`config.mk`:
```
export PLATFORM = sky130hd
export DESIGN_NAME = key_decoder
export DESIGN_NICKNAME = d
export VERILOG_FILES = /design/src/rtl/key_decoder.sv
export SDC_FILE = /design/constraint.sdc
export NUM_CORES = 1
export LEC_CHECK = 0
export CAP_MARGIN = 20
export CORE_AREA = 2 2 65 67
export DETAILED_ROUTE_END_ITERATION = 8
export DIE_AREA = 0 0 67 69
export GPL_ROUTABILITY_DRIVEN = 0
export GPL_TIMING_DRIVEN = 0
export PLACE_DENSITY_LB_ADDON = 0.15
export SLEW_MARGIN = 25
export SYNTH_ARGS = -nofsm -noshare
export SYNTH_HDL_FRONTEND = slang
export SYNTH_SLANG_ARGS = --single-unit
export TNS_END_PERCENT = 10
```
`constraint.sdc`:
```
create_clock -name pclk -period 2 [get_ports pclk]
set_input_delay 0.4 -clock pclk [delete_from_list [all_inputs] [get_ports pclk]]
set_output_delay 0.4 -clock pclk [all_outputs]
set_load 0.01 [all_outputs]
```
`src/rtl/key_decoder.sv`:
```
// PS/2 set-2 scan-code decoder producing a one-hot direction word, most-recently-pressed wins.
// Optional macro KEY_DECODER_WASD_EN maps the non-extended W/S/A/D codes onto the same directions.
module key_decoder #(
    parameter int unsigned TIMEOUT = 200000
) (
    input  logic       pclk,
    input  logic       rst,
    input  logic [7:0] rx_data,
    input  logic       rx_valid,
    output logic [3:0] key
);

    localparam int unsigned CNT_W = 24;
    localparam logic [CNT_W-1:0] CNT_LAST = CNT_W'(TIMEOUT - 1);

    typedef enum logic [1:0] {
        S_IDLE,
        S_EXT,
        S_BRK,
        S_EXT_BRK
    } state_t;

    state_t           state_q, state_d;
    logic [CNT_W-1:0] cnt_q, cnt_d;
    logic [7:0]       held_q, held_d;
    logic [1:0]       recent_q, recent_d;
    logic [3:0]       key_q, key_d;
    logic [2:0]       arw;
    logic [3:0]       active;

    // {valid, direction} for an extended arrow code
    function automatic logic [2:0] arrow_code(input logic [7:0] b);
        case (b)
            8'h75:   return 3'b100;
            8'h72:   return 3'b101;
            8'h6B:   return 3'b110;
            8'h74:   return 3'b111;
            default: return 3'b000;
        endcase
    endfunction

`ifdef KEY_DECODER_WASD_EN
    logic [2:0] ws;

    function automatic logic [2:0] wasd_code(input logic [7:0] b);
        case (b)
            8'h1D:   return 3'b100;
            8'h1B:   return 3'b101;
            8'h1C:   return 3'b110;
            8'h23:   return 3'b111;
            default: return 3'b000;
        endcase
    endfunction
`endif

    always_comb begin
        state_d  = state_q;
        cnt_d    = cnt_q;
        held_d   = held_q;
        recent_d = recent_q;
        key_d    = 4'b0000;
        arw      = arrow_code(rx_data);
`ifdef KEY_DECODER_WASD_EN
        ws       = wasd_code(rx_data);
`endif

        if (rx_valid) begin
            cnt_d = '0;
            case (state_q)
                S_IDLE: begin
                    if (rx_data == 8'hE0) begin
                        state_d = S_EXT;
                    end else if (rx_data == 8'hF0) begin
                        state_d = S_BRK;
                    end else begin
`ifdef KEY_DECODER_WASD_EN
                        if (ws[2]) begin
                            held_d[{1'b1, ws[1:0]}] = 1'b1;
                            recent_d                = ws[1:0];
                        end
`endif
                    end
                end
                S_EXT: begin
                    if (rx_data == 8'hF0) begin
                        state_d = S_EXT_BRK;
                    end else if (rx_data != 8'hE0) begin
                        state_d = S_IDLE;
                        if (arw[2]) begin
                            held_d[{1'b0, arw[1:0]}] = 1'b1;
                            recent_d                 = arw[1:0];
                        end
                    end
                end
                S_BRK: begin
                    state_d = S_IDLE;
`ifdef KEY_DECODER_WASD_EN
                    if (ws[2]) held_d[{1'b1, ws[1:0]}] = 1'b0;
`endif
                end
                default: begin
                    state_d = S_IDLE;
                    if (arw[2]) held_d[{1'b0, arw[1:0]}] = 1'b0;
                end
            endcase
        end else if (state_q != S_IDLE) begin
            // abandon a stale prefix; a byte arriving in the same cycle takes precedence above
            if (cnt_q >= CNT_LAST) state_d = S_IDLE;
            if (cnt_q != '1) cnt_d = cnt_q + CNT_W'(1);
        end

`ifndef KEY_DECODER_WASD_EN
        held_d[7:4] = 4'b0000;
`endif

        // most-recent direction if still held, else fixed priority UP > DOWN > LEFT > RIGHT
        active = held_d[3:0] | held_d[7:4];
        if (active[recent_d]) begin
            key_d = 4'b0001 << recent_d;
        end else if (active != 4'b0000) begin
            if (active[0])      recent_d = 2'd0;
            else if (active[1]) recent_d = 2'd1;
            else if (active[2]) recent_d = 2'd2;
            else                recent_d = 2'd3;
            key_d = 4'b0001 << recent_d;
        end
    end

    always_ff @(posedge pclk) begin
        if (rst) begin
            state_q  <= S_IDLE;
            cnt_q    <= '0;
            held_q   <= '0;
            recent_q <= 2'd0;
            key_q    <= 4'b0000;
        end else begin
            state_q  <= state_d;
            cnt_q    <= cnt_d;
            held_q   <= held_d;
            recent_q <= recent_d;
            key_q    <= key_d;
        end
    end

    assign key = key_q;

endmodule

```
==> results.cfg, run 1 <==
[layout]
layout.cell_area.non_filler_mm2 = 0.00250
final_cell_mix = sky130_fd_sc_hd__dfxtp_1 (29), sky130_fd_sc_hd__nor2_1 (25), sky130_fd_sc_hd__buf_4 (20), sky130_fd_sc_hd__nand2_1 (17), sky130_fd_sc_hd__a21oi_1 (12)
filler_free_cell_count_of_the_finished_design = 321
final_layout_size_suffix_gt1_frac = 0.273
layout-area-overhead-vs-synth_pct = 30.8
final_common_cell = sky130_fd_sc_hd__dfxtp_1
num_antenna_cells = 0
final_net_count = 283

[detailed_routing]
drt_first_pass_iters = 4
number_of_nets_with_antenna_violations_after_routing = 0
post_drt_via_cell_ratio = 5.66
drtIter0Drc = 86
drc = 0
wl_per_cell_um = 14.2
detailroute.via_count = 1816
wirelength_um = 4550

[die]
die-area_mm2 = 0.00462
placeable_core_area_mm2 = 0.00391
boundaryPins = 15
core.rowCount = 23
die_width_um = 67
initial_core_utilization = 0.488
die_height_um = 69

[synth]
synth-edff-count = 0
synthesis.nets = 243
synth-seq-cells = 36
ffs_w_async_s_r_synth = 0
yosysWarnings = 0
synth.yosys.seq_area_share = 0.377
postSynthAreaPerCell_um2 = 8.27
yosys_most_used_dff = sky130_fd_sc_hd__dfxtp_1
synth_cell_type_count = 51
postSynthCellCount = 231
total_standard_cell_area_after_synthesis_mm2 = 0.00191

[global_routing]
grt_pass1_wl_um = 7670
grt_usage = 0.211
grt_antenna_before_repair = 0
grt_start_max_net_pins = 11
gr-total-overflow = 0
grt_pass1_vias = 1707

[clock_network]
holdBufCountCts = 0
tritoncts_clock_tree = yes
num_cts_buffers = 5
clk-insertion-delay-late_ns = 0.29
clk_root_buffer_cell = sky130_fd_sc_hd__clkbuf_8
htree_num_levels = 2
cts_buffer_depth = 2
clock_sink_count = 36
cts.reportedPaths.clkPinSlew_ns = 0.07

[worst_hold_path]
holdCritPathClass = in2reg

[sta]
rsz_0062_raised_after_global_routing = true
worst_clock_skew_ns = 0.00673
setup_total_negative_slack_ns = 0
tightestPinTransition_ns = 0.495
period_needed_ns = 1.97
final_min_period_over_clock_period = 0.986
finalHoldViolations = 0
slew_viol_final = 0
timing.max_slew.rel_slack = 0.670
fmax_ghz = 0.507
total_setup_violations_reported_at_the_end_of_the_flow = 0

[setup_path]
slowest_library_cell_on_the_worst_path = sky130_fd_sc_hd__or4_4
critical_path_required_ns = 2.16
critical_path.max_stage_delay_ns = 0.54
worst_ep_arrival_time_ns = 2.14
cp_cell_sequence = ha_4 -> nand2_4 -> or4_4 -> o31ai_4 -> buf_2 -> nor3_1 -> xnor2_1 -> nor2_1
setup.worst_path.start_class = flop
crit_fanout = 5
path_class = reg2reg
timing.critical_path.to_type = flop

[pwr]
comb_power_share = 0.057
seqPwrFrac = 0.563
power-per-cell-area_mw_per_mm2 = 509
netSwitchingPower_mw = 0.288
share_clk_of_total_power = 0.380
switching_share = 0.226
p_int_mw = 0.984
power_leakage_nw = 0.844
worst_ir_drop_vdd_mv = 0.366

[placed_design]
placed_cells = 295
io_buffers = 14
hpwlAfterDp_um = 2920
dpl-instance-area_mm2 = 0.00212

[status]
status = completed

[run]
max-cap-violations = 0
[logic make-up after synthesis]
| family | after synthesis | synth area share |
|---|---|---|
| XOR/XNOR | 18 | 0.0825 |
| buffers and inverters | 17 | 0.0367 |
| AO/OA/AOI/OAI | 43 | 0.152 |
| adder cells (fa/ha/maj) | 1 | 0.00655 |
| flip-flops | 36 | 0.377 |
| multiplexers | 5 | 0.0327 |
| AND/OR/NAND/NOR | 111 | 0.312 |
[synth_stat cells (all sizes together) (2+ instances only)]
| library cell | n | share of area |
|---|---|---|
| dfxtp | 36 | 0.38 |
| nor2 | 26 | 0.051 |
| nand2 | 19 | 0.037 |
| o21ai | 13 | 0.036 |
| a21oi | 12 | 0.031 |
| nor3 | 12 | 0.031 |
| xnor2 | 12 | 0.055 |
| nor4 | 11 | 0.036 |
| inv | 10 | 0.020 |
| nand4 | 10 | 0.033 |
| nand3 | 7 | 0.018 |
| or3 | 6 | 0.020 |
| xor2 | 6 | 0.028 |
| mux2i | 5 | 0.033 |
| clkbuf | 4 | 0.0079 |
| buf | 3 | 0.0092 |
| nand2b | 3 | 0.0098 |
| a22oi | 2 | 0.010 |
| and3 | 2 | 0.0065 |
| and4b | 2 | 0.011 |
| o211ai | 2 | 0.0079 |
| o21bai | 2 | 0.0079 |
| o22ai | 2 | 0.0065 |
| or2 | 2 | 0.0065 |
| or4 | 2 | 0.0098 |
[final timing paths]
check               end  slack, ns  cells after the start       start
min          state_q[1]       0.39                      3  rx_data[4]
max           cnt_q[18]       0.03                      8    cnt_q[0]
max reg2reg   cnt_q[18]       0.03                      8    cnt_q[0]
min reg2reg   cnt_q[19]       0.51                      2   cnt_q[19]
[routing by layer]
layer  global-route usage  wire (um)
met1                0.260       1990
met2                0.348       2310
met3               0.0538        155
met4               0.0816         92
met5                    0          0
[registers in the layout, summed over array words and instances, names as in the netlist]
name / cells
cnt_q: 24
recent_q: 2
key: 4
state_q: 2
held_q: 4
[area by class of cell]
cell class              instances  area, um^2
well taps                      50        62.6
clock inverters                 1        5.00
clock buffers                   6        72.6
repair buffers                 33         269
plain buffers                   7        41.3
multi-input cells             178        1280
fillers                       344        1410
flip-flops and latches         36         732
inverters                      10        37.5
[power groups by stage]
stage	Combinational, mW	Clock (mW)	Sequential [mW]
floorplan	0.0263	0	0.733
global placement	0.0620	0	0.733
detailed placement	0.0622	0	0.733
CTS	0.0654	0.502	0.715
global route	0.0795	0.529	0.715
finish	0.0731	0.483	0.715
[timing repair]
| item | in CTS | in global routing |
|---|---|---|
| setup endpoints to repair | 31 | 29 |
| gates cloned | 0 | 1 |
| buffers inserted | 13 | 5 |
| pin swaps | 12 | 21 |
| resized for setup | 47 | 30 |
[worst max-delay path, delay by kind of cell, from the launching register on]
kind	cells	cell delay, ns
buffers and inverters	1	0.22
AO/OA/AOI/OAI	1	0.26
AND/OR/NAND/NOR	4	0.72
flip-flops	1	0.36
adder cells (fa/ha/maj)	1	0.15
XOR/XNOR	1	0.14
[stage by stage]
| stage | setup slack [ns] | total power, mW | hold WS [ns] | util |
|---|---|---|---|---|
| after floorplan | -0.0347 | 0.759 | 0.454 | - |
| after global placement | -0.674 | 0.795 | 0.466 | 0.542 |
| after detailed placement | -0.679 | 0.795 | 0.482 | 0.542 |
| after CTS | -0.0140 | 1.28 | 0.402 | 0.611 |
| after global routing | -0.0355 | 1.32 | 0.414 | 0.639 |
| final | 0.0271 | 1.27 | 0.389 | 0.639 |
Power figures use the tool's default switching activity.
==> run 2: changes to the inputs <==
Settings changed: CORE_AREA 2 2 65 67 to 2 2 62 70, DIE_AREA 0 0 67 69 to 0 0 64 72.
==> results.cfg, run 2 (same netlist as run 1, synthesis figures left out) <==
[placed_design]
hpwlAfterDp_um = 3010
io_buffers = 14

[setup_path]
crit-reg2reg-launch = cnt_q[8]
critical_path.max_stage_delay_ns = 0.34
setup.worst_path.start_class = primary input
worst_ep_arrival_time_ns = 2.21
slowest_library_cell_on_the_worst_path = sky130_fd_sc_hd__a311o_1
critical_path_required_ns = 2.22
timing.critical_path.to_type = flop
cp_cell_sequence = dlygate4sd2_1 -> nand3b_1 -> buf_6 -> buf_4 -> nor3_4 -> nand2_1 -> a31o_2 -> buf_6 -> a311o_1 -> a21oi_1
crit_path_frequent_cell = sky130_fd_sc_hd__buf_6
cp-startpoint = rx_data[7]
crit_fanout = 10
path_class = in2reg

[worst_hold_path]
min-delay-start = rx_data[4]
holdCritPathClass = in2reg

[die]
die-area_mm2 = 0.00461
initial_core_utilization = 0.493
boundaryPins = 15
die_height_um = 72
die_width_um = 64
placeable_core_area_mm2 = 0.00387
core.rowCount = 24

[clock_network]
htree_num_levels = 2
cts_buffer_depth = 2
clk-insertion-delay-late_ns = 0.29
num_cts_buffers = 5
holdBufCountCts = 0
tritoncts_clock_tree = yes
clk_root_buffer_cell = sky130_fd_sc_hd__clkbuf_8
clock_sink_count = 36
cts.reportedPaths.clkPinSlew_ns = 0.07

[pwr]
p_total_mw = 1.43
comb_power_share = 0.053
share_clk_of_total_power = 0.447
power-per-cell-area_mw_per_mm2 = 553
worst_ir_drop_vdd_mv = 0.439
power_leakage_nw = 0.848
netSwitchingPower_mw = 0.310
seqPwrFrac = 0.500
p_int_mw = 1.12
switching_share = 0.217

[sta]
rsz_0062_raised_after_global_routing = true
total_setup_violations_reported_at_the_end_of_the_flow = 0
worst_clock_skew_ns = 0.00691
tightestPinTransition_ns = 0.520
slew_viol_final = 0
period_needed_ns = 1.99
final_min_period_over_clock_period = 0.993
timing.max_slew.rel_slack = 0.653
fmax_ghz = 0.504
finalHoldViolations = 0

[layout]
fillerInstances = 336
num_antenna_cells = 0
registers.top_by_ff_count = cnt_q
regArea_um2 = 738
area_of_the_multi_input_gates_mm2 = 0.00130
layout-area-overhead-vs-synth_pct = 35.0
largest_register_ff_count = 24
final_net_count = 284
final_cell_mix = sky130_fd_sc_hd__nor2_1 (26), sky130_fd_sc_hd__dfxtp_1 (26), sky130_fd_sc_hd__buf_4 (19), sky130_fd_sc_hd__nand2_1 (17)
final_layout_size_suffix_gt1_frac = 0.282
utilization = 0.666

[detailed_routing]
drtIter0Drc = 71
number_of_nets_with_antenna_violations_after_routing = 0
post_drt_via_cell_ratio = 5.74
wl_per_cell_um = 14.7
detailroute.via_count = 1865
drt_first_pass_iters = 4
drc = 0
wirelength_um = 4760

[global_routing]
grt_antenna_before_repair = 0
grt_start_max_net_pins = 12
grt_usage = 0.214
grt_pass1_vias = 1728
grt_pass1_wl_um = 7760
gr-total-overflow = 0

[status]
status = completed

[run]
max-cap-violations = 0
==> run 2: cell type report <==
class,instances,area share
Clock inverter,2,0.0136
Inverter,10,0.0146
Timing Repair Buffer,34,0.111
Tap cell,52,0.0252
Buffer,7,0.0189
Multi-Input combinational cell,178,0.503
Sequential cell,36,0.286
Clock buffer,6,0.0281
==> run 2: final timing paths <==
| check | endpoint | slack (ns) | cells after the start |
|---|---|---|---|
| hold / removal | state_q[1] | 0.38 | 3 |
| setup / recovery | key[0] | 0.01 | 10 |
| setup reg to reg | cnt_q[4] | 0.04 | 6 |
| hold reg to reg | cnt_q[1] | 0.50 | 2 |
==> run 2: routing by layer <==
| layer | wire length, um | share of wire | GRT usage |
|---|---|---|---|
| met2 | 2520 | 0.53 | 0.382 |
| met3 | 171 | 0.036 | 0.0496 |
| met4 | 109 | 0.023 | 0.0918 |
| met1 | 1960 | 0.41 | 0.243 |
| met5 | 0 | 0 | 0 |
==> run 2: metrics by stage <==
| step | std cells | instance area [um^2] | setup TNS (ns) | hold WS (ns) | setup WS (ns) |
|---|---|---|---|---|---|
| 3_3_place_gp | 297 | 2120 | -9.87 | 0.467 | -0.684 |
| 3_5_place_dp | 297 | 2120 | -10.24 | 0.471 | -0.685 |
| 6_report | 325 | 2580 | 0 | 0.381 | 0.0146 |
| 2_1_floorplan | 231 | 1920 | -0.243 | 0.454 | -0.0347 |
| 4_1_cts | 316 | 2420 | -0.00617 | 0.412 | -0.00617 |
| 5_1_grt | 325 | 2580 | -0.258 | 0.406 | -0.0530 |
==> run 2: power by group through the flow <==
| stage | clock network [mW] | registers (mW) | logic (mW) |
|---|---|---|---|
| final | 0.637 | 0.714 | 0.0753 |
| after global placement | 0 | 0.733 | 0.0622 |
| after global routing | 0.679 | 0.713 | 0.0805 |
| after floorplan | 0 | 0.733 | 0.0263 |
| after detailed placement | 0 | 0.733 | 0.0624 |
| after CTS | 0.648 | 0.716 | 0.0666 |
==> run 2: repair_timing <==
item	4_1_cts	5_1_grt
buffers inserted	11	9
pin swaps	11	14
endpoints found under the setup margin	31	30
gates resized for setup	47	28
==> run 2: worst max-delay path, delay by kind of cell <==
kind            cells  cell delay (ns)
buf+inv             4             0.68
simple gates        3             0.40
compound gates      3             0.73
